File: config.mk
export PLATFORM = sky130hd
export DESIGN_NAME = maxpool2x2_stream
export DESIGN_NICKNAME = d
export VERILOG_FILES = /design/src/rtl/maxpool2x2_stream_pkg.sv /design/src/rtl/maxpool2x2_stream_pool_max2.sv /design/src/rtl/maxpool2x2_stream.sv
export SDC_FILE = /design/constraint.sdc
export NUM_CORES = 1
export LEC_CHECK = 0
export ABC_AREA = 0
export CORE_ASPECT_RATIO = 2
export CORE_MARGIN = 2
export CORE_UTILIZATION = 58
export CTS_CLUSTER_SIZE = 12
export DETAILED_ROUTE_END_ITERATION = 8
export PLACE_DENSITY_LB_ADDON = 0.25
export REMOVE_ABC_BUFFERS = 1
export SLEW_MARGIN = 10
export SYNTH_ARGS = -nofsm -noshare
export SYNTH_HDL_FRONTEND = slang
export SYNTH_SLANG_ARGS = --single-unit
File: constraint.sdc
create_clock -name clk -period 10.7 [get_ports clk]
set_input_delay 1.07 -clock clk [delete_from_list [all_inputs] [get_ports clk]]
set_output_delay 1.07 -clock clk [all_outputs]
set_load 0.02 [all_outputs]
File: src/rtl/maxpool2x2_stream_pkg.sv
// Shared counter type and wrap helper for the 2x2 max-pool stage.
// Latency: none (types and functions only).
// Backpressure: not applicable.
package maxpool2x2_stream_pkg;

    // Width of the column, line and pooled-index counters and position tags.
    localparam int CNT_W = 11;

    typedef logic [CNT_W-1:0] cnt_t;

    // Advance a counter by one, returning to zero after its last value.
    function automatic cnt_t cnt_wrap_inc(input cnt_t cnt, input cnt_t last);
        cnt_t nxt;
        if (cnt == last) begin
            nxt = '0;
        end else begin
            nxt = cnt + cnt_t'(1);
        end
        return nxt;
    endfunction

endpackage

File: src/rtl/maxpool2x2_stream_pool_max2.sv
// Two-input maximum, either signed (two's complement) or unsigned compare.
// Latency: purely combinational, 0 cycles.
// Backpressure: none, output follows inputs.
module pool_max2 #(
    parameter int WIDTH  = 8,
    parameter int SIGNED = 0
) (
    input  logic [WIDTH-1:0] a,
    input  logic [WIDTH-1:0] b,
    output logic [WIDTH-1:0] y
);

    logic a_gt_b;

    // Pick the compare flavour once at elaboration; ties fall through to b,
    // which is the same value, so there is no ordering dependence.
    generate
        if (SIGNED != 0) begin : g_signed
            assign a_gt_b = ($signed(a) > $signed(b));
        end else begin : g_unsigned
            assign a_gt_b = (a > b);
        end
    endgenerate

    assign y = a_gt_b ? a : b;

endmodule

File: src/rtl/maxpool2x2_stream.sv
// Streaming 2x2 stride-2 max pool fed by a 2-row line buffer; emits one tagged pixel per window.
// Latency: result registered 1 clk after the beat carrying the window's second column.
// Backpressure: none; the consumer must take every valid_out pulse.
module maxpool2x2_stream
    import maxpool2x2_stream_pkg::*;
#(
    parameter int WIDTH   = 8,
    parameter int COL_NUM = 10,
    parameter int ROW_NUM = 10,
    parameter int SIGNED  = 0
) (
    input  logic             clk,
    input  logic             rst_n,
    input  logic             valid_in,
    input  logic [WIDTH-1:0] din_r0,
    input  logic [WIDTH-1:0] din_r1,
    output logic [WIDTH-1:0] dout,
    output logic             valid_out,
    output logic [10:0]      out_col,
    output logic [10:0]      out_row,
    output logic             frame_done
);

    localparam int OUT_COL   = COL_NUM / 2;
    localparam int OUT_ROW   = ROW_NUM / 2;
    localparam int LINE_LAST = ROW_NUM - 2;

    localparam cnt_t COL_LAST_C     = cnt_t'(COL_NUM - 1);
    localparam cnt_t LINE_LAST_C    = cnt_t'(LINE_LAST);
    localparam cnt_t OUT_COL_LAST_C = cnt_t'(OUT_COL - 1);
    localparam cnt_t OUT_ROW_LAST_C = cnt_t'(OUT_ROW - 1);

    // Position counters within the window-valid stream.
    cnt_t col_cnt_q,  col_cnt_d;
    cnt_t line_cnt_q, line_cnt_d;

    // Column max of the first (even) column of the current window.
    logic [WIDTH-1:0] hold_q, hold_d;

    // Registered outputs.
    logic [WIDTH-1:0] dout_q, dout_d;
    logic             valid_out_q, valid_out_d;
    cnt_t             out_col_q, out_col_d;
    cnt_t             out_row_q, out_row_d;
    logic             frame_done_q, frame_done_d;

    // Datapath.
    logic [WIDTH-1:0] colmax;
    logic [WIDTH-1:0] hold_r0_max;
    logic [WIDTH-1:0] win_max;

    // Beat qualifiers.
    logic pool_line;
    logic col_odd;
    logic load_hold;
    logic emit;
    logic last_col;
    logic last_window;

    // Vertical max of the two rows for the column currently on the inputs.
    pool_max2 #(
        .WIDTH  (WIDTH),
        .SIGNED (SIGNED)
    ) u_col_max (
        .a (din_r0),
        .b (din_r1),
        .y (colmax)
    );

    // Window max folded as max(max(hold, r0), r1): the same result as
    // max(hold, colmax) but keeps the column-max compare off the emit path.
    pool_max2 #(
        .WIDTH  (WIDTH),
        .SIGNED (SIGNED)
    ) u_win_max_a (
        .a (hold_q),
        .b (din_r0),
        .y (hold_r0_max)
    );

    pool_max2 #(
        .WIDTH  (WIDTH),
        .SIGNED (SIGNED)
    ) u_win_max_b (
        .a (hold_r0_max),
        .b (din_r1),
        .y (win_max)
    );

    // Only even lines pair up rows (0,1), (2,3), ...; odd lines are the
    // overlapping pairs produced by the line buffer and are skipped.
    assign pool_line = ~line_cnt_q[0];
    assign col_odd   = col_cnt_q[0];
    assign last_col  = (col_cnt_q == COL_LAST_C);
    assign load_hold = valid_in & pool_line & ~col_odd;
    assign emit      = valid_in & pool_line & col_odd;

    // The final window of a frame is the last odd column on the last pool line.
    assign last_window = ((col_cnt_q >> 1) == OUT_COL_LAST_C) &&
                         ((line_cnt_q >> 1) == OUT_ROW_LAST_C);

    // Column and line counters advance on every valid beat, wrapping per frame.
    always_comb begin
        col_cnt_d  = col_cnt_q;
        line_cnt_d = line_cnt_q;
        if (valid_in) begin
            col_cnt_d = cnt_wrap_inc(col_cnt_q, COL_LAST_C);
            if (last_col) begin
                line_cnt_d = cnt_wrap_inc(line_cnt_q, LINE_LAST_C);
            end
        end
    end

    // Capture the even column's max; on the odd column, launch the pooled result.
    always_comb begin
        hold_d       = hold_q;
        dout_d       = dout_q;
        valid_out_d  = 1'b0;
        out_col_d    = out_col_q;
        out_row_d    = out_row_q;
        frame_done_d = 1'b0;
        if (load_hold) begin
            hold_d = colmax;
        end
        if (emit) begin
            dout_d       = win_max;
            valid_out_d  = 1'b1;
            out_col_d    = col_cnt_q >> 1;
            out_row_d    = line_cnt_q >> 1;
            frame_done_d = last_window;
        end
    end

    // State and output registers, cleared asynchronously.
    always_ff @(posedge clk or negedge rst_n) begin
        if (!rst_n) begin
            col_cnt_q    <= '0;
            line_cnt_q   <= '0;
            hold_q       <= '0;
            dout_q       <= '0;
            valid_out_q  <= 1'b0;
            out_col_q    <= '0;
            out_row_q    <= '0;
            frame_done_q <= 1'b0;
        end else begin
            col_cnt_q    <= col_cnt_d;
            line_cnt_q   <= line_cnt_d;
            hold_q       <= hold_d;
            dout_q       <= dout_d;
            valid_out_q  <= valid_out_d;
            out_col_q    <= out_col_d;
            out_row_q    <= out_row_d;
            frame_done_q <= frame_done_d;
        end
    end

    assign dout       = dout_q;
    assign valid_out  = valid_out_q;
    assign out_col    = out_col_q;
    assign out_row    = out_row_q;
    assign frame_done = frame_done_q;

endmodule
## Yosys cells after proc, flatten, opt, wreduce, memory -nomap -nowiden

Index checks and enable logic that the tools add are counted.

- Bits in registers: 60
- Bits of input ports: 19
- Output and inout port bits: 32
- Word-level logic and storage cells: 31

- Add/subtract/negate cells: 2
- Magnitude comparators: 3
- Equality and inequality tests: 4
- Mux-type cells: 7
- Bitwise gates (word level): 5
- Reductions and logical operators: 2

Operator list:

| operator | number |
|---|---|
| 8-bit greater-than comparator | 3 |
| 8-bit 2-to-1 mux | 3 |
| 11-bit by 1-bit adder with 11-bit output (second input constant) | 2 |
| 11-bit by 4-bit equality test with 1-bit output (second input constant) | 2 |
| 11-bit 2-to-1 mux | 2 |
| 10-bit by 3-bit equality test with 1-bit output (second input constant) | 2 |
| 1-bit bitwise AND | 3 |
| 1-bit 2-to-1 mux | 2 |
| 1-bit inverter | 2 |
| 2-bit AND reduction | 1 |
| 1-bit logical AND | 1 |

## Longest topological paths before layout

Gate-level depths: netlist of run 1.

- Depth after elaboration: 4
- Depth in mapped cells: 15
- Gate-level depth less buffers: 14

## Hierarchy

From an unflattened synthesis of run 1, not the netlist that was laid out.

- Cells, all modules: 326
- Area total of the unflattened synthesis: 3,543.4 um^2

By module, submodules not included:

| module | instances | cells an instance | area an instance (um^2) | sequential area each (um^2) |
|---|---|---|---|---|
| maxpool2x2_stream | 1 | 221 | 2,631.3 | 1,501.4 |
| pool_max2 | 3 | 35 | 304.0 | 0.0 |

## Least setup slack after synthesis of run 1

OpenSTA, ideal clock, no wires.

- Kind: in2reg
- Start: in din_r0[1]
- End: reg dout_q[1], in the netlist dout[1]
- Arrival time: 4.043 ns
- Path slack: 6.593 ns
- Cell stages on the path: 15
- Buffers on the path: 1
- Path through: inv_1 -> ha_1 -> nor2b_1 -> o211ai_1 -> a21oi_1 -> o31ai_2 -> mux2_2 -> ha_1 -> a211oi_1 -> nor2_1 -> o31a_1 -> and2_1 -> clkbuf_1 -> o31ai_1 -> a21o_1

- Longest elaborated chain between the ends: 4

Ends and longest elaborated chain:

| item | line | source |
|---|---|---|
| from (decl) | maxpool2x2_stream.sv:15 | `input logic [WIDTH-1:0] din_r0,` |
| 8-bit greater-than comparator | maxpool2x2_stream_pool_max2.sv:21 | `assign a_gt_b = (a > b);` |
| 8-bit 2-to-1 mux (*) | maxpool2x2_stream_pool_max2.sv:25 | `assign y = a_gt_b ? a : b;` |
| 8-bit greater-than comparator | maxpool2x2_stream_pool_max2.sv:21 |  |
| 8-bit 2-to-1 mux (*) | maxpool2x2_stream_pool_max2.sv:25 |  |
| to (signal assigned) | maxpool2x2_stream.sv:149 | `dout_q <= dout_d;` |
| to (decl) | maxpool2x2_stream.sv:41 | `logic [WIDTH-1:0] dout_q, dout_d;` |

Every way passes the cells marked *; elsewhere a longest branch is shown, timed or not.
A chain may end at the register's enable or synchronous reset.

## Worst setup path in the final report of run 1

Ends and elaborated chain as after synthesis.

==> results of run 1 <==
==> sequential cells by signal, indices dropped and copies added (netlist names) <==
signal      cells
col_cnt_q      11
line_cnt_q     11
out_col        10
hold_q          8
valid_out       1
out_row        10
frame_done      1
dout            8
==> final cells by class <==
type                    count  area, um^2
clock buffers              10         239
well taps                  61        76.3
multi-input cells         270        1730
repair buffers             51         498
clock inverters             5        52.6
inverters                  24        90.1
fillers                   448        1480
flip-flops and latches     60        1500
==> per-layer routing <==
layer | up-vias | track usage (%) | share of wire (%)
met1 | 1364 | 27.3 | 37
met5 | - | 0 | 0
li1 | 1374 | - | -
met3 | 29 | 5.23 | 2.8
met2 | 65 | 48.7 | 56
met4 | 0 | 17.4 | 4.7
==> worst min-delay path by stage <==
stage | slack [ps] | endpoint | from
floorplan | 450 | frame_done$_DFF_PN0_ | line_cnt_q[1]$_DFFE_PN0P_
global placement | 460 | out_row[4]$_DFFE_PN0P_ | out_row[4]$_DFFE_PN0P_
detailed placement | 460 | out_row[8]$_DFFE_PN0P_ | out_row[8]$_DFFE_PN0P_
CTS | 480 | out_row[8]$_DFFE_PN0P_ | out_row[8]$_DFFE_PN0P_
global route | 500 | out_col[0]$_DFFE_PN0P_ | out_col[0]$_DFFE_PN0P_
finish | 470 | out_row[8]$_DFFE_PN0P_ | out_row[8]$_DFFE_PN0P_
==> through the flow <==
stage               cell area [um^2]  hold slack [ps]  cells  util (%)
global route                    4180              499    481      73.9
detailed placement              3890              463    466      68.8
CTS                             4180              476    481      73.9
global placement                3890              460    466      68.8
finish                          4180              474    481      73.9
floorplan                       3320              448    354         -
==> cell usage in the layout, fill, tap and decap left out, types with 2 or more instances in the layout <==
| cell | netlist | final |
|---|---|---|
| and3_1 | 4 | 4 |
| nand3_1 | 14 | 14 |
| nor2b_1 | 3 | 3 |
| clkdlybuf4s50_1 | 0 | 47 |
| buf_4 | 2 | 3 |
| o211ai_1 | 2 | 2 |
| a21o_1 | 8 | 8 |
| mux2_2 | 7 | 7 |
| clkbuf_16 | 0 | 9 |
| or3_1 | 2 | 2 |
| xnor2_1 | 10 | 10 |
| clkinv_2 | 0 | 3 |
| o22ai_1 | 2 | 2 |
| nor3b_1 | 2 | 2 |
| nand2_1 | 82 | 82 |
| nand2b_1 | 2 | 2 |
| nor3_1 | 3 | 3 |
| o31a_1 | 2 | 2 |
| a211oi_1 | 3 | 3 |
| and4_1 | 2 | 2 |
| xor2_1 | 3 | 3 |
| conb_1 | 1 | 2 |
| nor2_1 | 16 | 16 |
| dfrtp_1 | 60 | 60 |
| and2_1 | 2 | 2 |
| a31oi_1 | 8 | 8 |
| ha_1 | 28 | 28 |
| nand4_1 | 9 | 9 |
| o21ai_0 | 23 | 23 |
| inv_1 | 24 | 24 |
| and3_2 | 2 | 2 |
| mux2i_1 | 2 | 2 |
| a21oi_1 | 4 | 4 |
| o31ai_1 | 10 | 10 |
==> power groups by stage <==
stage	sequential [W]	clock, W	combinational, W
6_report	0.000341	0.000281	0.000382
5_1_grt	0.000349	0.000295	0.000425
4_1_cts	0.000341	0.000285	0.000384
3_5_place_dp	0.000344	0	0.000378
3_3_place_gp	0.000342	0	0.000365
2_1_floorplan	0.000362	0	0.000217
==> tightest hold or removal path: cells and delay by family, from the launching register on <==
kind	cells	cell delay (ps)
AND/OR/NAND/NOR	2	110
flip-flops	1	330
==> cells by family after synthesis <==
| group | synth area share [%] |
|---|---|
| flip-flops | 44.4 |
| AND/OR/NAND/NOR | 21.6 |
| other | 0.111 |
| AO/OA/AOI/OAI | 12.6 |
| XOR/XNOR | 3.37 |
| adder cells (fa/ha/maj) | 10.4 |
| multiplexers | 2.92 |
| buffers and inverters | 4.66 |
==> reports/summary.md, run 1 <==
### Cells and area
* **synth-to-layout area growth** 23.7%
* **nets@finish** 463
* **layout cells sized above 1** 8.33%
* **diode count** 0

### Setup path
* **arrival time of the worst setup path** 4970 ps
* **critical path required time** 10970 ps
* **minimum setup slack among reg-to-reg paths** 6930 ps
* **kind of critical path** in -> reg
* **CP top delay family** compound AO/OA/AOI/OAI gates
* **worst-case reg-to-reg path depth** 13
* **cell-by-cell trace of the critical path** clkdlybuf4s50_1 -> inv_1 -> ha_1 -> nor2b_1 -> o211ai_1 -> a21oi_1 -> o31ai_2 -> mux2_2 -> ha_1 -> a211oi_1 -> nor2_1 -> o31a_1 -> and2_1 -> o31ai_1 -> a21o_1
* **cell repeated most along the worst path** ha_1
* **slowest CP cell** o31ai_2
* **sort of element at the start of the critical path** input pin
* **Reg2Reg Launch Point** hold_q[1]$_DFFE_PN0P_
* **last element of the critical path** dout[1]$_DFFE_PN0P_
* **WP depth** 15
* **Setup crit start** din_r0[1]
* **worst r2r dst** dout[1]$_DFFE_PN0P_
* **maximum fanout encountered on the critical timing path** 9
* **delay of the slowest cell on the worst path** 630 ps
* **sort of element at the end of the critical path** flip-flop
* **worst path buffer plus inverter count** 2

### Route
* **sum of routed wire length over all layers** 8060 um
* **Vias** 2832
* **DR vias/cell** 5.89
* **remaining antenna violation count** 0
* **routed length per placed instance** 16.8 um
* **violation count after the first detailed-routing iteration** 86
* **first drt pass iteration count** 4
* **Remaining DRCs** 0

### CTS
* **cts-stage hold buffer count** 0
* **clock tree from TritonCTS** yes
* **Clk Tree Root Cell** clkbuf_16
* **Post-CTS Repair Setup Buffers** 0
* **number of buffers created by CTS** 9
* **Sinks on Clock Net** 60
* **number of H-tree levels** 3
* **clock buffer depth** 2
* **# resized after CTS** 0
* **Clock Pin Slew Worst Setup and Hold Paths** 50 ps
* **Skew-Pair Late Insertion Delay** 330 ps

### Power and ir drop
* **Static Leakage** 2.03 nW
* **total power divided by cell area** 240 nW/um^2
* **total internal power** 0.000644 W
* **total power draw** 0.00100 W
* **share of power burned in registers** 34.0%
* **part of the total power dissipated in the clock network** 28.0%
* **part of the total power dissipated in combinational logic** 38.1%
* **Peak supply drop** 0.199 mV
* **sw power** 0.000360 W
* **switching power as a share of total power** 35.9%

### Synthesis
* **number of warnings issued by yosys** 0
* **share of synthesized area occupied by flip-flops and latches** 44.4%
* **FF+latch count, synth** 60
* **share of flip-flops with an asynchronous set or reset after synthesis** 100%
* **most numerous cell types in the synthesized netlist** nand2_1 (82), dfrtp_1 (60), ha_1 (28), inv_1 (24), o21ai_0 (23)
* **count of mapped cells out of synthesis** 367
* **syn avg cell area** 9.22 um^2
* **most common cell in the netlist** nand2_1
* **most frequently used flop master after synthesis** dfrtp_1
* **cell type contributing the most total cell area after synthesis** dfrtp_1
* **number of distinct library cells after synthesis** 47
* **cells taking the most area after synthesis** dfrtp_1 (44%), ha_1 (10%), nand2_1 (9.1%), o21ai_0 (3.4%), inv_1 (2.7%)
* **summed instance area of the synthesized netlist** 3380 um^2
* **proportion of netlist area held by the largest area contributor** 44.4%
* **EDFF count, synth** 0

### Floorplanning
* **Die Y-Extent** 112 um
* **die area** 6490 um^2
* **I/O Pins** 51
* **area of the core region** 5660 um^2
* **Initial Utilization** 59.7%
* **number of placement rows** 39
* **Die X** 58.0 um

### STA
* **achievable clock frequency** 0.212 GHz
* **worst setup margin** 5990 ps
* **share of the clock period used by the worst path** 44.0%
* **relative max-transition margin** 28.4%
* **transition time at the pin with the least slew margin** 1070 ps
* **TNS Setup** 0 ps
* **clock period minus final worst setup slack** 4710 ps
* **worst clock skew** 4.18 ps
* **Max Slew Vio Count** 0
* **Setup violations, final** 0
* **RSZ-0062 raised after global routing** false
* **count of final hold-check violations** 0

### Global route
* **Total GRT Usage** 27.2%
* **antenna violations before repair** 0
* **via count of the first global-routing pass** 2932
* **wire length of the first global-routing pass** 13200 um
* **maximum number of pins on one net before global-route repair** 61
* **total grt overflow** 0

### Outcome
* **outcome** finished clean

### Place
* **placed wire-length estimate after detailed placement** 5890 um
* **DP Worst Slack** 5720 ps
* **number of input and output port buffers inserted** 48
* **gp weighted congestion** 0.894

### Min path
* **Hold Path Depth** 2
* **class of the worst hold path** reg -> reg

### Job
* **max-cap check violation count** 0

(Power assumes the default switching activity.)
==> run 2: changes to the inputs <==
CORE_UTILIZATION = 54   (was 58)
clock period = 4.68 ns   (was 10.7 ns; I/O delays follow)
==> reports/summary.md, run 2 (synthesis results as in run 1) <==
### CTS
* **Clk Tree Root Cell** clkbuf_16, unchanged
* **number of H-tree levels** 3, unchanged
* **Clock Pin Slew Worst Setup and Hold Paths** 50 ps, about the same
* **number of buffers created by CTS** 9, unchanged
* **clock buffer depth** 2, unchanged
* **# resized after CTS** 0, unchanged
* **Skew-Pair Late Insertion Delay** 320 ps, was 330 ps
* **Sinks on Clock Net** 60, unchanged
* **clock tree from TritonCTS** yes, unchanged
* **cts-stage hold buffer count** 0, unchanged
* **Post-CTS Repair Setup Buffers** 0, unchanged

### Setup path
* **WP depth** 15, unchanged
* **arrival time of the worst setup path** 4100 ps, was 4970 ps
* **delay of the slowest cell on the worst path** 550 ps, was 630 ps
* **critical path required time** 4940 ps, was 10970 ps
* **sort of element at the end of the critical path** flip-flop, unchanged
* **worst path buffer plus inverter count** 3, was 2
* **kind of critical path** in -> reg, unchanged
* **sort of element at the start of the critical path** input pin, unchanged
* **worst-case reg-to-reg path depth** 14, was 13
* **slowest CP cell** clkdlybuf4s50_1, was o31ai_2
* **maximum fanout encountered on the critical timing path** 9, unchanged
* **cell-by-cell trace of the critical path** clkdlybuf4s50_1 -> inv_1 -> ha_1 -> a211oi_1 -> nor2_1 -> o31ai_2 -> buf_4 -> mux2_2 -> ha_1 -> a211oi_1 -> nor2_1 -> o31a_1 -> and2_1 -> o31ai_1 -> a21o_1, was clkdlybuf4s50_1 -> inv_1 -> ha_1 -> nor2b_1 -> o211ai_1 -> a21oi_1 -> o31ai_2 -> mux2_2 -> ha_1 -> a211oi_1 -> nor2_1 -> o31a_1 -> and2_1 -> o31ai_1 -> a21o_1
* **CP top delay family** compound AO/OA/AOI/OAI gates, unchanged

### Floorplanning
* **number of placement rows** 40, was 39
* **I/O Pins** 51, unchanged
* **Die X** 60.0 um, was 58.0 um
* **die area** 6950 um^2, was 6490 um^2
* **Initial Utilization** 55.8%, was 59.7%
* **area of the core region** 6060 um^2, was 5660 um^2
* **Die Y-Extent** 116 um, was 112 um

### Cells and area
* **sequential cell area** 1500 um^2, unchanged
* **layout cells sized above 1** 8.11%, was 8.33%
* **Post-Layout Cell Count** 503, was 481
* **top library cells by usage in the layout, fill and taps aside** nand2_1 (82), dfrtp_1 (60), clkdlybuf4s50_1 (47), ha_1 (28), inv_1 (24), unchanged
* **most common cell after layout, fill and taps aside** nand2_1, unchanged
* **registers with the most flip-flops** col_cnt_q (11), line_cnt_q (11), unchanged
* **multi-input gate area in the final layout** 1730 um^2, unchanged
* **Finished Core Util** 69.5%, was 73.9%
* **count of fill cells added during filler insertion** 468, was 448
* **diode count** 0, unchanged
* **final cell area excluding filler cells** 4210 um^2, was 4180 um^2
* **synth-to-layout area growth** 24.4%, was 23.7%
* **nets@finish** 464, was 463

### Min path
* **class of the worst hold path** in -> async, was reg -> reg

### STA
* **share of the clock period used by the worst path** 82.1%
* **transition time at the pin with the least slew margin** 1060 ps, was 1070 ps
* **count of final hold-check violations** 0, unchanged
* **TNS Setup** 0 ps, unchanged
* **Setup violations, final** 0, unchanged
* **achievable clock frequency** 0.260 GHz
* **worst clock skew** 3.77 ps, was 4.18 ps
* **RSZ-0062 raised after global routing** false, unchanged
* **clock period minus final worst setup slack** 3840 ps
* **Max Slew Vio Count** 0, unchanged
* **relative max-transition margin** 28.7%, was 28.4%

### Power and ir drop
* **total power divided by cell area** 542 nW/um^2, was 240 nW/um^2
* **Peak supply drop** 0.427 mV, was 0.199 mV
* **Static Leakage** 2.03 nW, about the same
* **total power draw** 0.00228 W, was 0.00100 W

### Route
* **Vias** 2799, was 2832
* **DR vias/cell** 5.56, was 5.89
* **violation count after the first detailed-routing iteration** 131, was 86
* **Remaining DRCs** 0, unchanged
* **sum of routed wire length over all layers** 7910 um, was 8060 um
* **first drt pass iteration count** 4, unchanged
* **routed length per placed instance** 15.7 um, was 16.8 um
* **remaining antenna violation count** 0, unchanged

### Place
* **number of placed instances with taps included** 490, was 466
* **number of input and output port buffers inserted** 48, unchanged
* **gp weighted congestion** 0.874, was 0.894
* **placed cell area** 3930 um^2, was 3890 um^2
* **placed wire-length estimate after detailed placement** 5930 um, was 5890 um

### Global route
* **Total GRT Usage** 24.9%, was 27.2%
* **antenna violations before repair** 0, unchanged
* **maximum number of pins on one net before global-route repair** 61, unchanged
* **total grt overflow** 0, unchanged
* **via count of the first global-routing pass** 2840, was 2932
* **wire length of the first global-routing pass** 12800 um, was 13200 um

### Job
* **max-cap check violation count** 0, unchanged

### Outcome
* **outcome** finished clean, unchanged

-- run 2: power by group --
| group | internal [W] | switching, W |
|---|---|---|
| Clock | 0.000414 | 0.000204 |
| Combinational | 0.000405 | 0.000478 |
| Sequential | 0.000654 | 0.000124 |
| Total | 0.00147 | 0.000806 |
-- run 2: through the flow --
stage	worst slack [ps]	hold WS, ps
6_report	840	298
5_1_grt	720	379
4_1_cts	881	319
3_5_place_dp	599	467
3_3_place_gp	732	459
2_1_floorplan	1250	172
-- run 2: final cells by class --
| cell class | count | area share (%) |
|---|---|---|
| multi-input combinational | 270 | 41.0 |
| sequential | 60 | 35.7 |
| timing repair buffer | 52 | 12.0 |
| clock buffer | 10 | 5.68 |
| tap | 84 | 2.50 |
| inverter | 24 | 2.14 |
| clock inverter | 3 | 0.952 |
-- run 2: path summary, 6_finish.rpt --
check                                  startpoint                endpoint  slack, ps
min in group clk           out_row[5]$_DFFE_PN0P_  out_row[5]$_DFFE_PN0P_        480
max reg2reg                 hold_q[1]$_DFFE_PN0P_     dout[1]$_DFFE_PN0P_       1180
min reg2reg                out_row[5]$_DFFE_PN0P_  out_row[5]$_DFFE_PN0P_        480
max                                     din_r0[5]     dout[1]$_DFFE_PN0P_        840
max in group asynchronous                   rst_n   hold_q[5]$_DFFE_PN0P_       3870
min                                         rst_n   hold_q[3]$_DFFE_PN0P_        300
-- run 2: metal layers --
| metal | vias up | part of all wire, % | track usage, % |
|---|---|---|---|
| met4 | 0 | 3.4 | 14.4 |
| met2 | 76 | 56 | 45.6 |
| li1 | 1366 | - | - |
| met3 | 21 | 3.2 | 4.02 |
| met5 | - | 0 | 0 |
| met1 | 1336 | 37 | 25.3 |
